[src/rtl/musa_if_pkg.sv]
// Shared types and defaults for the MUSA instruction-fetch stage.
package musa_if_pkg;

  typedef enum logic [2:0] {
    BOOT,
    FETCH,
    WAIT_ACK,
    HOLD,
    HALTED
  } fetch_state_t;

  localparam int          ADDR_W_DEF       = 13;
  localparam int          RESET_VECTOR_DEF = 0;
  localparam logic [31:0] NOP_INSTR        = 32'h0000_0000;

endpackage

[src/rtl/pc_next_sel.sv]
// Next-PC priority mux: jump beats taken branch beats sequential increment.
module pc_next_sel
  import musa_if_pkg::*;
#(
  parameter int ADDR_W = ADDR_W_DEF
) (
  input  logic [ADDR_W-1:0] pc_value,
  input  logic              jump,
  input  logic [ADDR_W-1:0] jump_target,
  input  logic              branch_taken,
  input  logic [ADDR_W-1:0] branch_target,
  output logic [ADDR_W-1:0] next_pc,
  output logic              redirect
);

  always_comb begin
    redirect = jump | branch_taken;
    if (jump)
      next_pc = jump_target;
    else if (branch_taken)
      next_pc = branch_target;
    else
      next_pc = pc_value + ADDR_W'(1);
  end

endmodule

[src/rtl/pc_fetch_controller.sv]
// IF-stage sequencer: PC update, imem request/ack handshake, stall/redirect/halt.
// Optional ack timeout with sticky fetch_err is built when FETCH_TIMEOUT_EN is defined.
module pc_fetch_controller
  import musa_if_pkg::*;
#(
  parameter int                ADDR_W       = ADDR_W_DEF,
  parameter logic [ADDR_W-1:0] RESET_VECTOR = ADDR_W'(RESET_VECTOR_DEF)
`ifdef FETCH_TIMEOUT_EN
  , parameter int              TIMEOUT_CYCLES = 16
`endif
) (
  input  logic              clk,
  input  logic              reset,
  input  logic [ADDR_W-1:0] pc_value,
  output logic              pc_write,
  output logic [ADDR_W-1:0] pc_next,
  input  logic              stall,
  input  logic              jump,
  input  logic [ADDR_W-1:0] jump_target,
  input  logic              branch_taken,
  input  logic [ADDR_W-1:0] branch_target,
  input  logic              halt,
  input  logic              resume,
  output logic              imem_req,
  output logic [ADDR_W-1:0] imem_addr,
  input  logic              imem_ack,
  input  logic [31:0]       imem_rdata,
  output logic              if_valid,
  output logic [31:0]       if_instr,
  output logic [ADDR_W-1:0] if_pc,
  output logic              flush
`ifdef FETCH_TIMEOUT_EN
  , output logic            fetch_err
`endif
);

  fetch_state_t      state;
  logic              drop;
  logic              halt_pending;
  logic [ADDR_W-1:0] sel_pc;
  logic              redirect;
  logic [ADDR_W-1:0] fetch_addr;
  logic              resume_ok;

`ifdef FETCH_TIMEOUT_EN
  localparam int CNT_W = $clog2(TIMEOUT_CYCLES + 1);
  logic [CNT_W-1:0] tmo_cnt;
  assign resume_ok = resume & ~halt & ~fetch_err;
`else
  assign resume_ok = resume & ~halt;
`endif

  pc_next_sel #(.ADDR_W(ADDR_W)) u_pc_next_sel (
    .pc_value      (pc_value),
    .jump          (jump),
    .jump_target   (jump_target),
    .branch_taken  (branch_taken),
    .branch_target (branch_target),
    .next_pc       (sel_pc),
    .redirect      (redirect)
  );

  // pc_write/pc_next are registered, so the PC register lags them by a cycle;
  // forward the pending value so FETCH never requests a stale address.
  assign fetch_addr = pc_write ? pc_next : pc_value;

  always_ff @(posedge clk or negedge reset) begin
    if (!reset) begin
      state        <= BOOT;
      pc_write     <= 1'b0;
      pc_next      <= RESET_VECTOR;
      imem_req     <= 1'b0;
      imem_addr    <= '0;
      if_valid     <= 1'b0;
      if_instr     <= NOP_INSTR;
      if_pc        <= '0;
      flush        <= 1'b0;
      drop         <= 1'b0;
      halt_pending <= 1'b0;
`ifdef FETCH_TIMEOUT_EN
      fetch_err    <= 1'b0;
      tmo_cnt      <= '0;
`endif
    end else begin
      pc_write <= 1'b0;
      flush    <= 1'b0;
      if (!stall) if_valid <= 1'b0;
      if (halt && state != BOOT) halt_pending <= 1'b1;

      // Redirects act in every active state, regardless of stall.
      if (redirect && (state == FETCH || state == WAIT_ACK || state == HOLD)) begin
        pc_write <= 1'b1;
        pc_next  <= sel_pc;
        flush    <= 1'b1;
        if_valid <= 1'b0;
      end

      case (state)
        BOOT: begin
          pc_write <= 1'b1;
          pc_next  <= RESET_VECTOR;
          state    <= FETCH;
        end
        FETCH: begin
          if (halt_pending) begin
            state <= HALTED;
          end else begin
            imem_req  <= 1'b1;
            imem_addr <= fetch_addr;
            drop      <= redirect;
            state     <= WAIT_ACK;
`ifdef FETCH_TIMEOUT_EN
            tmo_cnt   <= '0;
`endif
          end
        end
        WAIT_ACK: begin
          if (imem_ack) begin
            imem_req <= 1'b0;
            drop     <= 1'b0;
            state    <= FETCH;
            if (!drop && !redirect) begin
              if_instr <= imem_rdata;
              if_pc    <= imem_addr;
              if_valid <= 1'b1;
              if (stall) begin
                state <= HOLD;
              end else begin
                pc_write <= 1'b1;
                pc_next  <= sel_pc;
              end
            end
          end else begin
            if (redirect) drop <= 1'b1;
`ifdef FETCH_TIMEOUT_EN
            if (tmo_cnt == CNT_W'(TIMEOUT_CYCLES - 1)) begin
              imem_req  <= 1'b0;
              fetch_err <= 1'b1;
              drop      <= 1'b0;
              state     <= HALTED;
            end else begin
              tmo_cnt <= tmo_cnt + CNT_W'(1);
            end
`endif
          end
        end
        HOLD: begin
          if (redirect) begin
            state <= FETCH;
          end else if (!stall) begin
            pc_write <= 1'b1;
            pc_next  <= sel_pc;
            state    <= FETCH;
          end
        end
        HALTED: begin
          if (resume_ok) begin
            halt_pending <= 1'b0;
            state        <= FETCH;
          end
        end
        default: state <= BOOT;
      endcase
    end
  end

endmodule

[config.mk]
export PLATFORM = sky130hd
export DESIGN_NAME = pc_fetch_controller
export DESIGN_NICKNAME = d
export VERILOG_FILES = /design/src/rtl/musa_if_pkg.sv /design/src/rtl/pc_next_sel.sv /design/src/rtl/pc_fetch_controller.sv
export SDC_FILE = /design/constraint.sdc
export NUM_CORES = 1
export LEC_CHECK = 0
export ABC_CLOCK_PERIOD_IN_PS = 2480
export BUFFER_PORTS_ARGS = -buffer_cell sky130_fd_sc_hd__clkbuf_2
export CORE_UTILIZATION = 43
export CTS_CLUSTER_SIZE = 28
export DETAILED_ROUTE_END_ITERATION = 8
export GPL_TIMING_DRIVEN = 0
export PLACE_DENSITY = 0.72
export SLEW_MARGIN = 5
export SYNTH_ARGS = -nofsm -noshare
export SYNTH_HDL_FRONTEND = slang
export SYNTH_SLANG_ARGS = --single-unit
[constraint.sdc]
create_clock -name clk -period 2.48 [get_ports clk]
set_clock_uncertainty 0.1 [all_clocks]
set_input_delay 0.372 -clock clk [delete_from_list [all_inputs] [get_ports clk]]
set_output_delay 0.372 -clock clk [all_outputs]
set_load 0.01 [all_outputs]
==> summary.txt <==
Status
  • Status: complete, no violations

Setup path
  • Worst setup EP type: register
  • CP Depth: 5
  • WP data required: 2.60 ns
  • R2R depth: 5
  • Delay-heaviest family, CP: simple AND/OR/NAND/NOR gates
  • Worst-path cell chain: or3b_1 > or3_1 > buf_6 > buf_6 > mux2_4
  • WP buf/inv: 2
  • Critical Path Source: state[0]
  • Worst setup SP type: register
  • Critical Path Max Stage Delay: 0.46 ns
  • Slowest CP cell: dfrtp_1
  • Kind of critical path: register to register
  • CP max FO: 10
  • RR Startpoint: state[0]
  • CP Data Arrival Time: 2.24 ns
  • Cell mode on critical path: buf_6

Drt
  • DR pass1 iterations: 4
  • Vias/cell: approximately 5.2
  • Drt drc: 0
  • DRT iter0 DRCs: 134
  • Routed wire length per instance: 15.5 µm
  • Routed wire length: 9.40 mm
  • Via Count: 3169
  • DRT antenna net count: 0

Global route
  • Vias in the first global route: 3212
  • Total congestion overflow: 0
  • First-pass GRT wire length: approximately 16 mm
  • Gr usage total: 0.212
  • Largest net degree at the start of global routing: 65
  • Initial antenna violation count: 0

Yosys
  • Sequential cell area fraction in the yosys report: 0.517
  • #FFs+latches synth: 80
  • Unique masters post-synth: 44
  • Yosys warns: 0
  • Mapped Area: 0.00387 mm²
  • Async SR Flop Fraction: 1.00
  • Number of flops mapped to enable cells by yosys: 0
  • Synth Flop Type: dfrtp_1
  • Average size of a mapped cell: ~12 µm²
  • Syn Inst Count: roughly 330
  • Syn_nets: ~410

Placement
  • Port Buffers: 152
  • Final HPWL from detailed placement: 7.35 mm
  • RePlAce Congestion: 0.875

Clocking
  • Clock root cell: clkbuf_8
  • Postcts setup bufs: 0
  • Clk_lat worst skew: 0.34 ns
  • Clock sinks: 80
  • Max Root-Sink Buffers: 2
  • Clk slew on worst S/H paths: 0.08 ns
  • CTS tree: built
  • Number of CTS-inserted buffers: 9
  • PostCTS Resize Cnt: 0
  • Max H-tree Level: 3

Pwr
  • Power Density: 944 mW/mm²
  • Leak pwr: 0.00270 µW
  • VDD IR max: 0.000338 V

Timing
  • Rel. slew slack: 0.490
  • RSZ-0062 raised after global routing: false
  • Measured slew at the worst slew-check pin: 0.765 ns
  • Post-route setup TNS: 0 ns
  • Fin. max-slew vios: 0
  • Fmax: 0.472 GHz
  • Final min period: 2.12 ns
  • Final Setup Violations: 0
  • Hold Vio Cnt, Final: 0
  • Tcrit/Tclk final: 0.854

Hold path
  • Worst hold path type: primary input to register
  • Hold Path Depth: 2
  • Worst Min Path Start: imem_rdata[3]

Die
  • Die Wd: 96.9 µm
  • I/O Pins: 154
  • Core ar.: 0.00872 mm²
  • Initial Util: 0.444
  • Die height: roughly 97 µm
  • DIE AREA: 0.00939 mm²
  • Rows: 34

Finish
  • Share of layout cells above drive strength 1: 0.443
  • ANT cells: 0
  • Synthesis-to-finish area growth: 29.0%
  • Fin nets: 573
  • Final core utilization: 0.573

Flow run
  • Max-cap violations: 0
worst register-to-register path, stage by stage (launching register included):
cell and delay (ns):
dfrtp_1 0.46, or3b_1 0.42, or3_1 0.38, buf_6 0.17
buf_6 0.17, mux2_4 0.31
final cells by class:
cell class | count | area [µm²]
Inverter | 10 | 37.5
Multi-Input combinational cell | 221 | 1720
Buffer | 17 | 110
Clock buffer | 10 | 128
Tap cell | 108 | 135
Fill cell | 758 | 3730
Timing Repair Buffer | 154 | 801
Sequential cell | 80 | 2000
Clock inverter | 5 | 58.8
cell usage after synthesis (all sizes together), types with 2 or more instances:
| cell type | count | area, µm² |
|---|---|---|
| nor2 | 9 | 33.8 |
| a32oi | 2 | 17.5 |
| a21oi | 16 | 80.1 |
| xor2 | 2 | 17.5 |
| nor4 | 2 | 12.5 |
| nand4 | 4 | 25.0 |
| a221oi | 3 | 26.3 |
| o21ai | 31 | 155 |
| xnor2 | 8 | 70.1 |
| a211oi | 2 | 15.0 |
| o211ai | 2 | 15.0 |
| nand2b | 2 | 12.5 |
| o31ai | 4 | 30.0 |
| and2 | 2 | 12.5 |
| inv | 9 | 33.8 |
| a221o | 2 | 20.0 |
| and3 | 4 | 25.0 |
| nor3 | 6 | 30.0 |
| dfrtp | 80 | 2000 |
| o22ai | 3 | 18.8 |
| or3 | 3 | 18.8 |
| a22o | 2 | 17.5 |
| nand2 | 33 | 124 |
| mux2i | 17 | 170 |
| buf | 8 | 76.3 |
| mux2 | 45 | 653 |
| clkbuf | 9 | 33.8 |
| nand3 | 5 | 25.0 |
flip-flops by register name, indices dropped and copies added (netlist names):
| register | flops |
|---|---|
| drop | 1 |
| flush | 1 |
| halt_pending | 1 |
| if_instr | 32 |
| if_pc | 13 |
| if_valid | 1 |
| imem_addr | 13 |
| imem_req | 1 |
| pc_next | 13 |
| pc_write | 1 |
| state | 3 |
cells by family after synthesis:
logic type	Yosys count	share of synthesized area
muxes	62	0.213
DFF	80	0.517
and+or+nand+nor	75	0.0921
buffers and inverters	27	0.0381
adders and majority gates	1	0.00323
AOI/OAI and AO/OA	73	0.114
xor gates and xnor gates	10	0.0226
path summary, 6_finish.rpt:
path / endpoint / slack [ns]
max: if_instr[9] / 0.36
min: if_instr[3] / 0.15
max reg2reg: if_instr[9] / 0.36
min reg2reg: if_pc[3] / 0.41
max in group asynchronous: if_pc[0] / 1.31
min in group asynchronous: if_instr[12] / 0.38
timing repair:
action	4_1_cts	5_1_grt
hold buffers	1	0
setup endpoints to repair	0	0
hold endpoints to repair	16	0
layout by cell type, fill, tap and decap left out, drive strengths merged, types with 6 or more instances in the layout:
cell / netlist / layout
mux2: 45 / 45
buf: 8 / 9
mux2i: 17 / 17
a21oi: 16 / 16
o21ai: 31 / 31
nand2: 33 / 33
inv: 9 / 9
clkbuf: 9 / 171
nor2: 9 / 9
nor3: 6 / 6
xnor2: 8 / 8
dfrtp: 80 / 80
layer usage:
metal | share of wire | GRT usage | wire [µm]
met1 | 0.46 | 0.279 | 4330
met2 | 0.47 | 0.347 | 4390
met3 | 0.054 | 0.0368 | 504
met4 | 0.018 | 0.0873 | 171
met5 | 0 | 0 | 0
power by group:
group	leakage, µW	internal (µW)	switching, µW
Combinational	0.00156	822	953
Clock	0.0000883	460	449
Sequential	0.00106	1730	308
per-stage QoR:
stage	setup slack, ns	power (µW)	hold slack [ns]	std cells	area, µm²
detailed placement	0.336	3850	0.197	589	4800
finish	0.361	4720	0.155	605	4990
floorplan	0.478	3060	-0.0236	328	3870
global route	0.177	5040	0.145	605	4990
CTS	0.351	4770	0.138	605	4990
global placement	0.199	3780	0.388	588	4770
Power figures use the tool's default switching activity.
